File: config.mk
export PLATFORM = sky130hd
export DESIGN_NAME = count_enable_gen
export DESIGN_NICKNAME = d
export VERILOG_FILES = /design/src/rtl/count_enable_pkg.sv /design/src/rtl/key_debouncer.sv /design/src/rtl/count_enable_gen.sv
export SDC_FILE = /design/constraint.sdc
export NUM_CORES = 1
export LEC_CHECK = 0
export BUFFER_PORTS_ARGS = -buffer_cell sky130_fd_sc_hd__buf_2
export CAP_MARGIN = 20
export CORE_MARGIN = 10
export CORE_UTILIZATION = 60
export CTS_BUF_LIST = sky130_fd_sc_hd__clkbuf_8 sky130_fd_sc_hd__clkbuf_16
export CTS_CLUSTER_DIAMETER = 120
export DETAILED_ROUTE_END_ITERATION = 6
export HOLD_SLACK_MARGIN = 0.06
export PLACE_DENSITY = 0.79
export SLEW_MARGIN = 10
export SYNTH_ARGS = -nofsm -noshare
export SYNTH_HDL_FRONTEND = slang
export SYNTH_SLANG_ARGS = --single-unit
File: constraint.sdc
create_clock -name clock -period 6.7 [get_ports clock]
set_input_delay 1.34 -clock clock [delete_from_list [all_inputs] [get_ports clock]]
set_output_delay 1.34 -clock clock [all_outputs]
set_load 0.03 [all_outputs]
File: src/rtl/count_enable_pkg.sv
// count_enable_pkg
// Shared definitions for the count-enable generator: FSM state encoding
// and the meaning of the mode input.
package count_enable_pkg;

    typedef enum logic [1:0] {
        S_STEP   = 2'd0,
        S_RUN    = 2'd1,
        S_PAUSED = 2'd2
    } state_t;

    localparam logic MODE_STEP = 1'b0;
    localparam logic MODE_RUN  = 1'b1;

endpackage

File: src/rtl/key_debouncer.sv
// key_debouncer
// Synchronizes a raw active-low pushbutton, debounces it and produces a
// one-cycle press strobe on each accepted press.
//
// Ports:
//   clock     - rising-edge clock
//   clear     - synchronous active-low reset
//   key_n     - raw asynchronous pushbutton, 0 = pressed
//   key_level - debounced key state, 1 = pressed
//   press     - one-cycle strobe in the cycle after key_level rises
module key_debouncer #(
    parameter int DEBOUNCE_CYCLES = 500000,
    parameter int DB_WIDTH        = 20
) (
    input  logic clock,
    input  logic clear,
    input  logic key_n,
    output logic key_level,
    output logic press
);

    localparam logic [DB_WIDTH-1:0] DB_LAST = DB_WIDTH'(DEBOUNCE_CYCLES - 1);

    // The synchronizer carries the raw key_n level, so its idle value is 1.
    logic [1:0]          sync_q;
    logic                s;
    logic [DB_WIDTH-1:0] count_q;
    logic                key_level_q;
    logic                key_level_d_q;

    assign s = ~sync_q[1];

    always_ff @(posedge clock) begin
        if (!clear) begin
            sync_q        <= 2'b11;
            count_q       <= '0;
            key_level_q   <= 1'b0;
            key_level_d_q <= 1'b0;
        end else begin
            sync_q        <= {sync_q[0], key_n};
            key_level_d_q <= key_level_q;
            // Any sample agreeing with the accepted level restarts the run,
            // so only an unbroken run of DEBOUNCE_CYCLES samples is accepted.
            if (s == key_level_q) begin
                count_q <= '0;
            end else if (count_q == DB_LAST) begin
                key_level_q <= s;
                count_q     <= '0;
            end else begin
                count_q <= count_q + DB_WIDTH'(1);
            end
        end
    end

    assign key_level = key_level_q;
    assign press     = key_level_q & ~key_level_d_q;

endmodule

File: src/rtl/count_enable_gen.sv
// count_enable_gen
// Drives the enable input of the eight-bit counter. In STEP mode each
// debounced key press yields one enable pulse; in RUN mode a programmable
// divider yields a pulse every rate+1 cycles and key presses pause/resume it.
//
// Ports:
//   clock     - rising-edge clock, shared with the counter
//   clear     - synchronous active-low reset, shared with the counter
//   key_n     - raw asynchronous pushbutton, 0 = pressed
//   mode      - 0 = STEP, 1 = RUN (quasi-static)
//   rate      - RUN-mode period minus 1, sampled at each divider reload
//   enable    - registered one-cycle pulse to the counter
//   key_level - debounced key state, 1 = pressed
//   paused    - high while RUN mode is paused
module count_enable_gen
    import count_enable_pkg::*;
#(
    parameter int DIV_WIDTH       = 26,
    parameter int DEBOUNCE_CYCLES = 500000,
    parameter int DB_WIDTH        = 20
) (
    input  logic                 clock,
    input  logic                 clear,
    input  logic                 key_n,
    input  logic                 mode,
    input  logic [DIV_WIDTH-1:0] rate,
    output logic                 enable,
    output logic                 key_level,
    output logic                 paused
);

    logic                 press;
    state_t               state_q;
    state_t               state_d;
    logic [DIV_WIDTH-1:0] div_q;
    logic [DIV_WIDTH-1:0] div_d;
    logic                 enable_q;
    logic                 enable_d;

    key_debouncer #(
        .DEBOUNCE_CYCLES(DEBOUNCE_CYCLES),
        .DB_WIDTH       (DB_WIDTH)
    ) u_key_debouncer (
        .clock    (clock),
        .clear    (clear),
        .key_n    (key_n),
        .key_level(key_level),
        .press    (press)
    );

    always_ff @(posedge clock) begin
        if (!clear) begin
            state_q  <= S_STEP;
            div_q    <= '0;
            enable_q <= 1'b0;
        end else begin
            state_q  <= state_d;
            div_q    <= div_d;
            enable_q <= enable_d;
        end
    end

    always_comb begin
        state_d  = state_q;
        div_d    = div_q;
        enable_d = 1'b0;
        if (mode == MODE_STEP) begin
            // Leaving RUN/PAUSED emits nothing; only an in-STEP press pulses.
            state_d = S_STEP;
            if (state_q == S_STEP) begin
                enable_d = press;
            end
        end else begin
            case (state_q)
                S_STEP: begin
                    if (mode == MODE_RUN) begin
                        state_d = S_RUN;
                        div_d   = rate;
                    end
                end
                S_RUN: begin
                    // A press landing on a terminal count still emits that
                    // pulse; the pause applies from the next cycle.
                    if (div_q == '0) begin
                        enable_d = 1'b1;
                        div_d    = rate;
                    end else begin
                        div_d = div_q - DIV_WIDTH'(1);
                    end
                    if (press) begin
                        state_d = S_PAUSED;
                    end
                end
                S_PAUSED: begin
                    if (press) begin
                        state_d = S_RUN;
                        div_d   = rate;
                    end
                end
                default: begin
                    state_d = S_STEP;
                end
            endcase
        end
    end

    always_comb begin
        paused = (state_q == S_PAUSED);
    end

    assign enable = enable_q;

endmodule

; Word level (Yosys, flattened, before mapping)
; Index checks and enable logic that the tools add are counted.
[classes]
n_addsub = 2
n_mul = 0
div_mod_pow = 0
n_lt_le_gt_ge = 0
eq_ne = 6
shift = 0
mux = 10
bitwise_logic = 5
n_reduce_logical = 8
[ops]
columns = cell, count
row1 = 26-bit case mux with 3 select lines, 1
row2 = 26-bit 2-to-1 mux, 2
row3 = 26-bit logical NOT, 1
row4 = "26-bit by 1-bit subtractor with 26-bit output, second input constant", 1
row5 = "20-bit by 1-bit adder with 20-bit output, second input constant", 1
row6 = "20-bit by 19-bit == test with 1-bit output, second input constant", 1
row7 = 2-bit case mux with 3 select lines, 1
row8 = 2-bit AND reduction, 3
row9 = 1-bit 2-to-1 mux, 4
row10 = 2-bit 2-to-1 mux, 2
row11 = 1-bit inverter, 4
row12 = 3-bit AND reduction, 1
row13 = 3-bit nonzero test, 1
row14 = 3-bit OR reduction, 1
row15 = "2-bit by 1-bit == test with 1-bit output, second input constant", 1
row16 = "2-bit == test, second input constant", 1
row17 = 2-bit logical NOT, 1
row18 = "2-bit by 1-bit inequality test with 1-bit output, second input constant", 1
row19 = "2-bit inequality test, second input constant", 1
row20 = 1-bit AND, 1
row21 = 1-bit == test, 1
[totals]
register_bits = 53
latchBits = 0
mem_bits_rw = 0
romBits = 0
input_bits = 30
output_inout_bits = 3
word_cells = 38
mem_count = 0

; Logic depth before layout (Yosys ltp)
[depth]
depth_word = 4
mapped_depth = 8
ltp_nobuf = 7

; Hierarchy
; From an unflattened synthesis, not the netlist that was laid out.
[hier_totals]
cells_unflattened = 380
area_unflattened_um2 = 3062.9
[modules_own_cells]
columns = mod, n_inst, cells_per_inst, area_each_um2, seq_area_each_um2
row1 = count_enable_gen, 1, 261, 1979.4, 580.6
row2 = key_debouncer, 1, 119, 1083.5, 480.5

; Least setup slack after synthesis
; OpenSTA, ideal clock, no wires.
[synth_path]
path_type = input-to-reg
startpoint = input mode
endpoint = register div_q[19]
setup_ns = 0.135
arrival_ns = 2.392
t_required_ns = 6.565
slack_ns = 4.173
cell_stages = 5
path_buffers = 1
cell_sequence = a21bo_2 > clkbuf_1 > or4_1 > o311ai_0 > o22ai_1
[synth_via]
elab_chain_cells = 1
[synth_rtl]
columns = element, line
row1 = "start, declared", count_enable_gen.sv:25  ; input logic mode,
row2 = 3-bit AND reduction (no line), -
row3 = "end signal, assigned", count_enable_gen.sv:58  ; div_q <= div_d;
row4 = "end, declared", count_enable_gen.sv:35  ; logic [DIV_WIDTH-1:0] div_q;
; No other way between the ends.
; A chain may end at the register's enable or synchronous reset.

; Worst setup path after layout
[layout_path]
startpoint = register div_q[0]
endpoint = register div_q[7]
[layout_via]
elab_chain_cells = 3
elab_cells_between_ends = 4
classes_between = add/sub (1) / mux (2) / reduce/logical (1)
[layout_rtl]
columns = element, line
row1 = 26-bit by 1-bit subtractor with 26-bit output / 26-bit logical NOT (equally long branches), "count_enable_gen.sv:88, count_enable_gen.sv:84"
row2 = 26-bit 2-to-1 mux (*), count_enable_gen.sv:84  ; if (div_q == '0) begin
row3 = 26-bit case mux with 3 select lines (*), count_enable_gen.sv:74  ; case (state_q)
; Every way passes the cells marked *; elsewhere a longest branch is shown, timed or not.

==> impl_metrics.ini <==
[placed_design]
dp_hpwl_um = 5310
io_buffer_count = 32
gp_congestion = 0.945
dpl-instance-area_um2 = 3110

[detailed_routing]
vias = 2871
drtIter0Drc = 276
antenna_left = 0
drt-total-wl_um = 7570
drc_errors = 0
routed_via_density = 6.34
drt_first_pass_iters = 5
wl_per_cell_um = 16.7

[die]
dieHeight_um = 89.7
dieArea_um2 = 8050
core_um2 = 4720
rows = 25
io_pins = 33
die_w_um = 89.7
initial_utilization_pct = 61.8

[setup_path]
cpMostUsedCell = o21ai_0
crit_arrival_ns = 3.53
cp_max_fo = 8
end_kind = flop
critical_path_class = flop to flop
crit_buf_inv = 2
crit_family = simple AND/OR/NAND/NOR gates
cp.depth = 8
reg2reg_depth = 8
max_stage_delay_ns = 0.80
worstPathRequired_ns = 6.92
cp-start-kind = flop
path_cells = inv_1 -> ha_1 -> nor3b_1 -> nand4_1 -> o21ai_0 -> buf_2 -> o21ai_0 -> a221oi_1
slowest_stage = nor3b_1

[synthesis]
avgSynthCellArea_um2 = 8.08
synth.distinct_cells = 49
synth_cells = 361
netlist_area_um2 = 2920
ys.flop_type = dfxtp_1
synth-edff-count = 0
synthArstFlopShare_pct = 0
syn-num-nets = 393
ys_seq_area_share_pct = 36.4
ys_seq_elements = 53
synth_warnings = 0

[finish]
n_antenna_cell = 0
drive_gt1_share_pct = 14.0
synthToLayoutAreaGrowth_pct = 10.3
layout.nets = 417
postLayoutCellArea_um2 = 3220

[run]
maxCapViolations = 0

[timing]
rsz0062_at_grt = false
slew_violations = 0
relSlewSlack_pct = 35.4
fmax_mhz = 302
setup_tns_ns = 0
worst_pin_slew_ns = 0.967
min_period_ns = 3.31
finalSetupViolations = 0
worst_clock_skew_ns = 0.00788
finalHoldViolCount = 0
fin_crit_sh_pct = 49.4

[pwr]
total_leakage_power_nw = 1.13
peakVddDrop_v = 0.0000967
power.density_nw_per_um2 = 216

[grt]
grt_max_degree = 29
overflow = 0
grt_first_pass_wirelength_um = 12600
grt_use_total_pct = 18.0
grt_pass1_vias = 2537
antenna_found_initial = 0

[clock_network]
postCtsSetupRepairBufs = 0
ctsHoldBuffers = 0
insertion_delay_ns = 0.32
cts_sinks = 53
cts_root_buf = clkbuf_8
cts_buffers = 5
clock_path_buffers = 2
cts-resized-gates = 0
cts_max_level = 2
cts_tree = built
path_clk_slew_ns = 0.10

[worst_hold_path]
hold_depth = 1
hold_class = flop to flop

[run_status]
status = complete, no violations
## routing by layer
layer	track usage, %	routed length, um	vias up
li1	-	-	1404
met1	25.7	3660	1328
met2	26.2	3220	123
met3	3.82	561	16
met4	5.53	137	0
met5	0	0	-
## report_power, final
| group | internal, mW | total (mW) | leakage, nW | switching, mW |
|---|---|---|---|---|
| Combinational | 0.0448 | 0.125 | 0.636 | 0.0800 |
| Clock | 0.112 | 0.226 | 0.0585 | 0.114 |
| Sequential | 0.328 | 0.345 | 0.433 | 0.0167 |
## state kept, by name, summed over array words and instances, names as in the netlist
signal / flops
u_key_debouncer.sync_q: 2
enable: 1
u_key_debouncer.key_level: 1
div_q: 26
u_key_debouncer.key_level_d_q: 1
state_q: 2
u_key_debouncer.count_q: 20
## kinds of logic (layout without fill, tap and decap cells)
logic type / count (synthesis) / after routing / synth area share (%)
buffers and inverters: 31 / 56 / 4.37
muxes: 13 / 13 / 4.55
DFF: 53 / 53 / 36.4
AOI/OAI and AO/OA: 68 / 68 / 16.3
and+or+nand+nor: 175 / 175 / 31.8
adders and majority gates: 2 / 2 / 0.857
xor gates and xnor gates: 19 / 19 / 5.70
## cell usage in the layout, fill, tap and decap left out, types with 4 or more instances in the layout
| cell | netlist | final |
|---|---|---|
| and3_1 | 4 | 4 |
| mux2i_1 | 11 | 11 |
| buf_2 | 3 | 33 |
| nand2_1 | 30 | 30 |
| or3_1 | 6 | 6 |
| o311a_1 | 5 | 5 |
| o21ai_0 | 12 | 12 |
| nor2_1 | 43 | 43 |
| nor3_1 | 13 | 13 |
| or4_1 | 9 | 9 |
| nor4_1 | 16 | 16 |
| nand4_1 | 19 | 19 |
| inv_1 | 12 | 12 |
| o22ai_1 | 5 | 5 |
| xor2_1 | 12 | 12 |
| a21oi_1 | 14 | 14 |
| clkbuf_8 | 0 | 5 |
| dfxtp_1 | 53 | 53 |
| a31oi_1 | 6 | 6 |
| xnor2_1 | 7 | 7 |
| nand3_1 | 16 | 16 |
| o211ai_1 | 4 | 4 |
## metrics by stage
stage	total power, mW	hold slack, ns	cells	util [%]	setup slack, ns
6_report	0.696	0.431	453	68.2	3.39
5_1_grt	0.724	0.461	453	68.2	3.23
4_1_cts	0.696	0.440	453	68.2	3.58
3_5_place_dp	0.473	0.414	445	65.8	3.35
3_3_place_gp	0.471	0.404	444	65.7	3.33
2_1_floorplan	0.436	0.386	361	-	4.17
## cell type report
cell class	count	area, um2
clock inverter	3	43.8
clock buffer	5	68.8
multi-input combinational	277	1730
sequential	53	1060
timing repair buffer	36	188
fill	383	1500
tap	67	83.8
inverter	12	45.0
## worst reg2reg max path, cell delays in order, from the launching register on
cell	delay, ns
dfxtp_1	0.35
inv_1	0.08
ha_1	0.20
nor3b_1	0.80
nand4_1	0.38
o21ai_0	0.73
buf_2	0.30
o21ai_0	0.11
a221oi_1	0.24
## synthesized netlist by cell type, drive strengths merged, types with 4 or more instances
| library cell | count | area, um2 |
|---|---|---|
| dfxtp | 53 | 1060 |
| nor2 | 43 | 161 |
| nand2 | 30 | 113 |
| nand4 | 19 | 119 |
| nor4 | 17 | 121 |
| nand3 | 16 | 80.1 |
| a21oi | 15 | 78.8 |
| clkbuf | 15 | 56.3 |
| nor3 | 13 | 65.1 |
| inv | 12 | 45.0 |
| o21ai | 12 | 60.1 |
| xor2 | 12 | 105 |
| mux2i | 11 | 110 |
| or4 | 9 | 67.6 |
| xnor2 | 7 | 61.3 |
| a31oi | 6 | 37.5 |
| or3 | 6 | 37.5 |
| o22ai | 5 | 31.3 |
| o311a | 5 | 50.1 |
| and3 | 4 | 25.0 |
| buf | 4 | 26.3 |
| o211ai | 4 | 30.0 |
## path summary, 6_finish.rpt
kind                                                start                        end  slack (ns)
worst max-delay path                             div_q[0]                   div_q[7]        3.39
worst min-delay path            u_key_debouncer.sync_q[0]  u_key_debouncer.sync_q[1]        0.43
worst max register to register                   div_q[0]                   div_q[7]        3.39
worst min register to register  u_key_debouncer.sync_q[0]  u_key_debouncer.sync_q[1]        0.43
(Power assumes the default switching activity.)
